File: src/rtl/pipeline_mem_stage.sv
// Memory stage of the integer pipeline. Non-memory instructions pass their
// ALU result through in one cycle. Loads and stores issue one registered
// request to the data memory and wait for a single-cycle ack, or give up
// after ACK_TIMEOUT wait cycles and retire the instruction with an error.
// Illegal accesses (misaligned, or both load and store set) retire at once
// with an error and never reach the memory.
//
// Handshake: dmem_req is a level that stays high, with addr/we/wdata/be held
// stable, from the cycle after issue until the cycle after dmem_ack is seen
// (or the timeout fires); dmem_ack is a one-cycle pulse and is only honoured
// while a request is outstanding. stall_MEM is high while the instruction in
// EX/MEM cannot yet retire, which holds the request inputs stable upstream.
module pipeline_mem_stage #(
  parameter int unsigned ACK_TIMEOUT = 15
) (
  input  logic        clk,
  input  logic        reset,
  input  logic        valid_EX,
  input  logic [63:0] alu_result_EX,
  input  logic [63:0] reg_data2_MEM,
  input  logic [4:0]  rd_MEM,
  input  logic [63:0] pc_out,
  input  logic [2:0]  dm_rd_ctrl_EX,
  input  logic [1:0]  dm_wr_ctrl_EX,
  output logic        dmem_req,
  output logic        dmem_we,
  output logic [63:0] dmem_addr,
  output logic [63:0] dmem_wdata,
  output logic [7:0]  dmem_be,
  input  logic [63:0] dmem_rdata,
  input  logic        dmem_ack,
  output logic        stall_MEM,
  output logic        valid_WB,
  output logic        mem_err_WB,
  output logic [4:0]  rd_WB,
  output logic [63:0] wb_data_WB,
  output logic [63:0] pc_WB,
  output logic        dbg_state
);

  typedef enum logic {S_IDLE = 1'b0, S_WAIT = 1'b1} state_t;

  // Counter value in the last permitted wait cycle.
  localparam logic [7:0] CNT_LAST = 8'(ACK_TIMEOUT - 1);

  state_t      state_q, state_d;
  logic [7:0]  cnt_q;
  logic [2:0]  ld_ctrl_q;
  logic [2:0]  lane_q;
  logic        store_q;
  logic [4:0]  rd_q;
  logic [63:0] pc_q;

  logic        is_load, is_store, mem_op, misaligned, bad_op, legal_op;
  logic        timeout;
  logic [2:0]  a_lo;

  assign a_lo      = alu_result_EX[2:0];
  assign dbg_state = state_q;
  assign timeout   = (state_q == S_WAIT) && !dmem_ack && (cnt_q == CNT_LAST);

  // Lane select plus sign/zero extension of returned load data.
  function automatic logic [63:0] format_load(input logic [63:0] rdata,
                                              input logic [2:0]  lane,
                                              input logic [2:0]  ctrl);
    logic [63:0] sh;
    sh = rdata >> {lane, 3'b000};
    case (ctrl)
      3'd1:    format_load = {{56{sh[7]}},  sh[7:0]};
      3'd2:    format_load = {56'd0,        sh[7:0]};
      3'd3:    format_load = {{48{sh[15]}}, sh[15:0]};
      3'd4:    format_load = {48'd0,        sh[15:0]};
      3'd5:    format_load = {{32{sh[31]}}, sh[31:0]};
      3'd6:    format_load = {32'd0,        sh[31:0]};
      3'd7:    format_load = sh;
      default: format_load = 64'd0;
    endcase
  endfunction

  // Classify the instruction sitting in EX/MEM.
  always_comb begin
    is_load    = (dm_rd_ctrl_EX != 3'd0);
    is_store   = (dm_wr_ctrl_EX != 2'd0);
    mem_op     = valid_EX && (is_load || is_store);
    misaligned = 1'b0;
    if (is_load) begin
      case (dm_rd_ctrl_EX)
        3'd3, 3'd4: misaligned = a_lo[0];
        3'd5, 3'd6: misaligned = (a_lo[1:0] != 2'b00);
        3'd7:       misaligned = (a_lo != 3'b000);
        default:    misaligned = 1'b0;
      endcase
    end else if (is_store) begin
      case (dm_wr_ctrl_EX)
        2'd2:    misaligned = a_lo[0];
        2'd3:    misaligned = (a_lo[1:0] != 2'b00);
        default: misaligned = 1'b0;
      endcase
    end
    bad_op   = (is_load && is_store) || misaligned;
    legal_op = mem_op && !bad_op;
  end

  // State register.
  always_ff @(posedge clk or posedge reset) begin
    if (reset) state_q <= S_IDLE;
    else       state_q <= state_d;
  end

  // Next-state: enter WAIT on a legal access, leave on ack or timeout.
  always_comb begin
    state_d = state_q;
    case (state_q)
      S_IDLE:  if (legal_op) state_d = S_WAIT;
      S_WAIT:  if (dmem_ack || timeout) state_d = S_IDLE;
      default: state_d = S_IDLE;
    endcase
  end

  // Stall output: hold upstream while an access is being issued or pending.
  always_comb begin
    stall_MEM = 1'b0;
    if (!reset) begin
      case (state_q)
        S_IDLE:  stall_MEM = legal_op;
        S_WAIT:  stall_MEM = !dmem_ack;
        default: stall_MEM = 1'b0;
      endcase
    end
  end

  // Request registers, wait counter and write-back payload.
  always_ff @(posedge clk or posedge reset) begin
    if (reset) begin
      cnt_q      <= 8'd0;
      dmem_req   <= 1'b0;
      dmem_we    <= 1'b0;
      dmem_addr  <= 64'd0;
      dmem_wdata <= 64'd0;
      dmem_be    <= 8'h00;
      valid_WB   <= 1'b0;
      mem_err_WB <= 1'b0;
      rd_WB      <= 5'd0;
      wb_data_WB <= 64'd0;
      pc_WB      <= 64'd0;
      ld_ctrl_q  <= 3'd0;
      lane_q     <= 3'd0;
      store_q    <= 1'b0;
      rd_q       <= 5'd0;
      pc_q       <= 64'd0;
    end else begin
      valid_WB   <= 1'b0;
      mem_err_WB <= 1'b0;
      case (state_q)
        S_IDLE: begin
          if (valid_EX && !mem_op) begin
            valid_WB   <= 1'b1;
            wb_data_WB <= alu_result_EX;
            rd_WB      <= rd_MEM;
            pc_WB      <= pc_out;
          end else if (mem_op && bad_op) begin
            valid_WB   <= 1'b1;
            mem_err_WB <= 1'b1;
            wb_data_WB <= 64'd0;
            rd_WB      <= rd_MEM;
            pc_WB      <= pc_out;
          end else if (legal_op) begin
            cnt_q     <= 8'd0;
            dmem_req  <= 1'b1;
            dmem_we   <= is_store;
            dmem_addr <= {alu_result_EX[63:3], 3'b000};
            ld_ctrl_q <= dm_rd_ctrl_EX;
            lane_q    <= a_lo;
            store_q   <= is_store;
            rd_q      <= rd_MEM;
            pc_q      <= pc_out;
            case (dm_wr_ctrl_EX)
              2'd1: begin
                dmem_wdata <= {8{reg_data2_MEM[7:0]}};
                dmem_be    <= 8'h01 << a_lo;
              end
              2'd2: begin
                dmem_wdata <= {4{reg_data2_MEM[15:0]}};
                dmem_be    <= 8'h03 << a_lo;
              end
              2'd3: begin
                dmem_wdata <= {2{reg_data2_MEM[31:0]}};
                dmem_be    <= 8'h0F << a_lo;
              end
              default: begin
                dmem_wdata <= 64'd0;
                dmem_be    <= 8'h00;
              end
            endcase
          end
        end
        S_WAIT: begin
          if (dmem_ack) begin
            dmem_req   <= 1'b0;
            dmem_we    <= 1'b0;
            valid_WB   <= 1'b1;
            pc_WB      <= pc_q;
            rd_WB      <= store_q ? 5'd0 : rd_q;
            wb_data_WB <= store_q ? 64'd0 : format_load(dmem_rdata, lane_q, ld_ctrl_q);
          end else if (timeout) begin
            dmem_req   <= 1'b0;
            dmem_we    <= 1'b0;
            valid_WB   <= 1'b1;
            mem_err_WB <= 1'b1;
            pc_WB      <= pc_q;
            rd_WB      <= store_q ? 5'd0 : rd_q;
            wb_data_WB <= 64'd0;
          end else begin
            cnt_q <= cnt_q + 8'd1;
          end
        end
        default: ;
      endcase
    end
  end

endmodule

File: config.mk
export PLATFORM = sky130hd
export DESIGN_NAME = pipeline_mem_stage
export DESIGN_NICKNAME = d
export VERILOG_FILES = /design/src/rtl/pipeline_mem_stage.sv
export SDC_FILE = /design/constraint.sdc
export NUM_CORES = 1
export LEC_CHECK = 0
export ABC_AREA = 1
export CELL_PAD_IN_SITES_DETAIL_PLACEMENT = 0
export CELL_PAD_IN_SITES_GLOBAL_PLACEMENT = 1
export CORE_MARGIN = 4
export CORE_UTILIZATION = 30
export DETAILED_ROUTE_END_ITERATION = 16
export PLACE_DENSITY = 0.89
export SLEW_MARGIN = 20
export SYNTH_ARGS = -nofsm -noshare
export SYNTH_HDL_FRONTEND = slang
export SYNTH_SLANG_ARGS = --single-unit
File: constraint.sdc
create_clock -name clk -period 9.55 [get_ports clk]
set_input_delay 1.4325 -clock clk [delete_from_list [all_inputs] [get_ports clk]]
set_output_delay 1.4325 -clock clk [all_outputs]
set_load 0.02 [all_outputs]
== Word level (Yosys, flattened, before mapping) ==
Index checks and enable logic that the tools add are counted.
W data, S select, Z words.

* Bits in registers: 355
* Input port bits: 270
* Output and inout port bits: 275
* Logic and storage cells: 124

* Add/sub/neg operators: 1
* Equality and inequality tests: 23
* Shifts and indexed selects: 4
* Mux-type cells: 53
* Bitwise operators: 3
* Reductions and logical operators: 23

{| class="wikitable"
|+ Operators by type and width
! cell !! count
|-
| $mux W64 || 9
|-
| $pmux W64 S7 || 1
|-
| $pmux W64 S2 || 2
|-
| $pmux W64 S3 || 1
|-
| $shr A64 B6 Y64 || 1
|-
| $mux W8 || 5
|-
| $mux W5 || 5
|-
| $eq A3 B3 Y1 const B || 8
|-
| $pmux W8 S3 || 1
|-
| $mux W1 || 19
|-
| $pmux W8 S2 || 1
|-
| $pmux W1 S2 || 7
|-
| $ne A2 B2 Y1 const B || 5
|-
| $pmux W5 S2 || 1
|-
| $eq A3 B2 Y1 const B || 3
|-
| $add A8 B1 Y8 const B || 1
|-
| $eq A8 B4 Y1 const B || 1
|-
| $reduce_and A4 Y1 || 2
|-
| $shl A1 B3 Y8 const A || 1
|-
| $shl A2 B3 Y8 const A || 1
|-
| $shl A4 B3 Y8 const A || 1
|-
| $logic_and A1 B1 Y1 || 7
|-
| $reduce_bool A3 Y1 || 2
|-
| $reduce_and A5 Y1 || 1
|-
| 12 further kinds || 21
|}

== Logic depth before layout (Yosys ltp) ==
* Depth after elaboration: 11
* Mapped depth: 14

== Worst setup path after synthesis ==
Ideal clock, no wire load.

* Path type: input-to-output
* From: input port dm_wr_ctrl_EX[0]
* To: output port stall_MEM
* Arrival time: 2.942 ns
* Data required time: 8.117 ns
* Setup slack: 5.175 ns
* Stages on the path: 12
* Cells stage by stage: buf_2 nand2_2 inv_2 nand2_1 nand2_1 nand2_1 nand3_2 nor2_4 nand2_2 buf_2 buf_2 a21oi_1

* Word-level cells in the longest chain between the ends: 9
* Elaborated cells between the ends (all ways): 14
* Classes of those cells: eq/ne: 2; mux: 5; reduce/logical: 7

{| class="wikitable"
|+ RTL lines
! what !! line !! RTL
|-
| start, declared || 24 || <nowiki>input logic [1:0] dm_wr_ctrl_EX,</nowiki>
|-
| $eq A2 B2 Y1 || 94 || <nowiki>case (dm_wr_ctrl_EX)</nowiki>
|-
| $pmux W1 S2 || 94 ||
|-
| $mux W1 || 93 || <nowiki>end else if (is_store) begin</nowiki>
|-
| $mux W1 || 86 || <nowiki>if (is_load) begin</nowiki>
|-
| $logic_or A1 B1 Y1 || 100 || <nowiki>bad_op = (is_load && is_store) || misaligned;</nowiki>
|-
| $logic_not A1 Y1 || 101 || <nowiki>legal_op = mem_op && !bad_op;</nowiki>
|-
| $logic_and A1 B1 Y1 (*) || 101 ||
|-
| $pmux W1 S2 (*) || 124 || <nowiki>case (state_q)</nowiki>
|-
| $mux W1 (*) || 123 || <nowiki>if (!reset) begin</nowiki>
|-
| end, declared || 32 || <nowiki>output logic stall_MEM,</nowiki>
|}

Mark *: on every way between the ends. The rest lies on a longest branch, timed or not.

== Worst setup path after layout ==
* From: input port dm_wr_ctrl_EX[1]
* To: output port stall_MEM

The elaborated chain is that of the path after synthesis.

==> metrics.md <==
| Metric | Value |
|---|---|
| Status | finished, final reports clean |
| Main synth FF type | dfrtp_1 |
| Die width | approximately 240 µm |
| Syn_area_per_cell | around 7.7 µm² |
| DR DRC count | 0 |
| Period utilization | 58.7% |
| Nets | 2787 |
| Cell Area, Synth | 16400 µm² |
| Detailed placement HPWL | roughly 44 mm |
| Crit path from | dm_wr_ctrl_EX[1] |
| Final WS setup | 3.94 ns |
| Yosys cell types | 32 |
| CP max-delay cell | clkdlybuf4s50_1 |
| Top-Level Pins | 545 |
| Max Cap Viol | 0 |
| Pins over their slew limit | 0 |
| Peak per-stage delay on the critical path | 0.69 ns |
| CP cell instances | clkdlybuf4s50_1 > nand2_2 > inv_2 > nand2_1 > nand2_1 > nand2_1 > nand3_2 > nor2_4 > nand2_8 > a21oi_1 > clkdlybuf4s50_1 |
| WL final | 62.0 mm |
| Clock transition at the registers of the reported paths | about 0.060 ns |
| Share of the yosys chip area belonging to registers | about half |
| Most used cell, CP | nand2_1 |
| Worst Tran Pin Value | between 1 and 1.5 ns |
| CTS tree | yes |
| EDFF count, synth | 0 |
| Drt initial violations | 1227 |
| Clock Path Buffers | 3 |
| Final Skew | about 0.019 ns |
| Htree depth | 2 |
| WL/cell | ~19 µm |
| WP buf/inv | 3 |
| Final hold vios | 0 |
| Synth async-reset ratio | 100% |
| WS Path Type | in2out |
| Resized Gates After CTS | 0 |
| Cell area power density | 240 nW/µm² |
| Critical path endpoint category | output port |
| Critical path's top delay family | buffers and inverters |
| Final core occ | 42.7% |
| Peak supply drop | 0.162 mV |
| Worst r2r src | lane_q[0]$_DFFE_PP0P_ |
| Rel. slew slack | 28.8% |
| Routed Antenna Nets | 0 |
| Total global routing overflow | 0 |
| Fill count | 5292 |
| Root Driver | clkbuf_16 |
| Leakage power | approximately 11 nW |
| Startpoint Class | primary input |
| Die H | around 240 µm |
| Min Clock Period, post-route | 5.61 ns |
| Initial antenna violation count | 3 |
| Overall Global Routing Usage | around a fifth |
| Total setup buffers inserted after CTS | 0 |
| Vias in the first global route | 15.8k |
| First-pass GRT wire length | 95.3 mm |
| Yosys warnings | 0 |
| Worst Path Max Fanout | 56 |
| N_diodes | 0 |
| DR pass1 iterations | 6 |
| Unrepaired setup endpoints after global routing | false |
| Vias | 16.2k |
| Fraction of layout cells with a size suffix above 1 | 4.24% |
| Final setup fails | 0 |
| Hold Path Class | reg2reg |
| Largest net degree at the start of global routing | 169 |
| Synth Instances | 2124 |
| Buffers on Ports | 509 |
| Setup TNS Final | 0 ns |
| CTS Sinks | ~320 |
| WP data arrival | 4.17 ns |
| Hold-fix buffers at CTS | 0 |
| Routed vias/inst | 4.99 |
| Layout Area Growth over Synthesis | 40.4% |
| Core region area | roughly 54000 µm² |
| Final GP Congestion | 0.868 |
| Setup WS pre-CTS | 3.99 ns |
| R2r setup slk | 4.98 ns |
| Worst-Skew Late Latency | approximately 0.55 ns |
| Initial Utilization | 30.4% |
| CTS buffer count | 40 |
| Hold Startpoint | pc_q[29]$_DFFE_PP0P_ |
| Synth Register Bits | 323 |
| Rows | 85 |
| WP data required | 8.12 ns |
| Die ar. | 58500 µm² |
| Fmax | 0.178 GHz |
## logic make-up (layout without fill, tap and decap cells)
| group | after synthesis | after routing | synth area share [%] |
|---|---|---|---|
| AOI/OAI and AO/OA | 289 | 289 | 9.22 |
| muxes | 64 | 64 | 3.91 |
| DFF | 323 | 323 | 49.3 |
| other | 1 | 3 | 0.0229 |
| adders and majority gates | 2 | 2 | 0.153 |
| and+or+nand+nor | 1174 | 1174 | 29.6 |
| xor gates and xnor gates | 2 | 2 | 0.107 |
| buffers and inverters | 269 | 688 | 7.70 |
## state kept, by name, indices dropped and copies added, names as in the netlist, 3 cells and up
name,flops
wb_data_WB,64
ld_ctrl_q,3
pc_WB,64
dmem_wdata,32
lane_q,3
pc_q,64
dmem_addr,61
rd_q,5
dmem_be,8
cnt_q,8
rd_WB,5
## stage by stage
| stage | std cells | area [µm²] | hold WS (ns) | power [W] |
|---|---|---|---|---|
| final | 3241 | 23000 | 0.468 | 0.00553 |
| after global routing | 3241 | 23000 | 0.487 | 0.00585 |
| after CTS | 3240 | 23000 | 0.472 | 0.00559 |
| after detailed placement | 3168 | 21600 | 0.458 | 0.00398 |
| after global placement | 3168 | 21600 | 0.446 | 0.00394 |
| after floorplan | 2126 | 16400 | 0.434 | 0.00307 |
## cell usage after synthesis, types with 2 or more instances
| library cell | count | area share (%) |
|---|---|---|
| nand2_1 | 815 | 19 |
| dfrtp_1 | 323 | 49 |
| nand3_1 | 279 | 8.5 |
| o21ai_0 | 171 | 5.2 |
| inv_1 | 79 | 1.8 |
| clkbuf_1 | 72 | 1.6 |
| mux2i_1 | 64 | 3.9 |
| nor2_1 | 51 | 1.2 |
| buf_4 | 50 | 2.3 |
| a21oi_1 | 46 | 1.4 |
| buf_2 | 46 | 1.4 |
| o21ai_1 | 44 | 1.3 |
| nand4_1 | 17 | 0.65 |
| a22oi_1 | 12 | 0.55 |
| buf_1 | 12 | 0.27 |
| o22ai_1 | 8 | 0.31 |
| inv_2 | 6 | 0.14 |
| a221oi_1 | 5 | 0.27 |
| clkinv_1 | 3 | 0.069 |
| nand2_2 | 3 | 0.11 |
| o211ai_1 | 3 | 0.14 |
| ha_1 | 2 | 0.15 |
| nand3_2 | 2 | 0.12 |
| nor2_4 | 2 | 0.14 |
| nor3_1 | 2 | 0.061 |
## placed cells by master (no fill, tap or decap), types with 8 or more instances in the layout
cell type / instances
inv_1: 78
nand4_1: 17
nand3_1: 279
nor2_1: 51
dfrtp_1: 321
o21ai_0: 171
a22oi_1: 12
clkdlybuf4s50_1: 509
buf_4: 16
o21ai_1: 44
mux2i_1: 64
nand2_1: 815
o22ai_1: 8
clkbuf_16: 42
a21oi_1: 46
## cell type report
| type | count | area [µm²] | share of cell area, % |
|---|---|---|---|
| flip-flops and latches | 323 | 8090 | 35.1 |
| multi-input cells | 1534 | 7100 | 30.8 |
| repair buffers | 528 | 5270 | 22.9 |
| clock buffers | 53 | 1160 | 5.05 |
| well taps | 696 | 871 | 3.78 |
| inverters | 88 | 337 | 1.46 |
| clock inverters | 19 | 205 | 0.891 |
## tightest hold or removal path, delay by kind of cell (launching register included)
family,cells,cell delay (ns)
DFF,1,0.34
and+or+nand+nor,2,0.10
## power by group
group / leakage [nW] / internal (W) / switching (W)
clock network: 0.664 / 0.000943 / 0.000624
logic: 6.16 / 0.000828 / 0.00119
registers: 4.14 / 0.00170 / 0.000240
total: 11.0 / 0.00347 / 0.00206
## final timing paths
path                                         endpoint  cells past startpoint
max                                         stall_MEM                     11
min                              pc_q[29]$_DFFE_PP0P_                      2
max reg2reg                wb_data_WB[56]$_DFFE_PP0P_                     10
min reg2reg                      pc_q[29]$_DFFE_PP0P_                      2
max in group asynchronous   dmem_addr[61]$_DFFE_PP0P_                      4
min in group asynchronous        rd_WB[0]$_DFFE_PP0P_                      3
## routing by layer
| metal | part of all wire, % | GRT usage, % | vias up |
|---|---|---|---|
| met5 | 0.068 | 0 | - |
| met4 | 2.3 | 4.85 | 6 |
| met3 | 7.7 | 5.02 | 100 |
| met2 | 46 | 32.5 | 653 |
| met1 | 44 | 27.7 | 7746 |
| li1 | - | - | 7683 |
(Power assumes the default switching activity.)
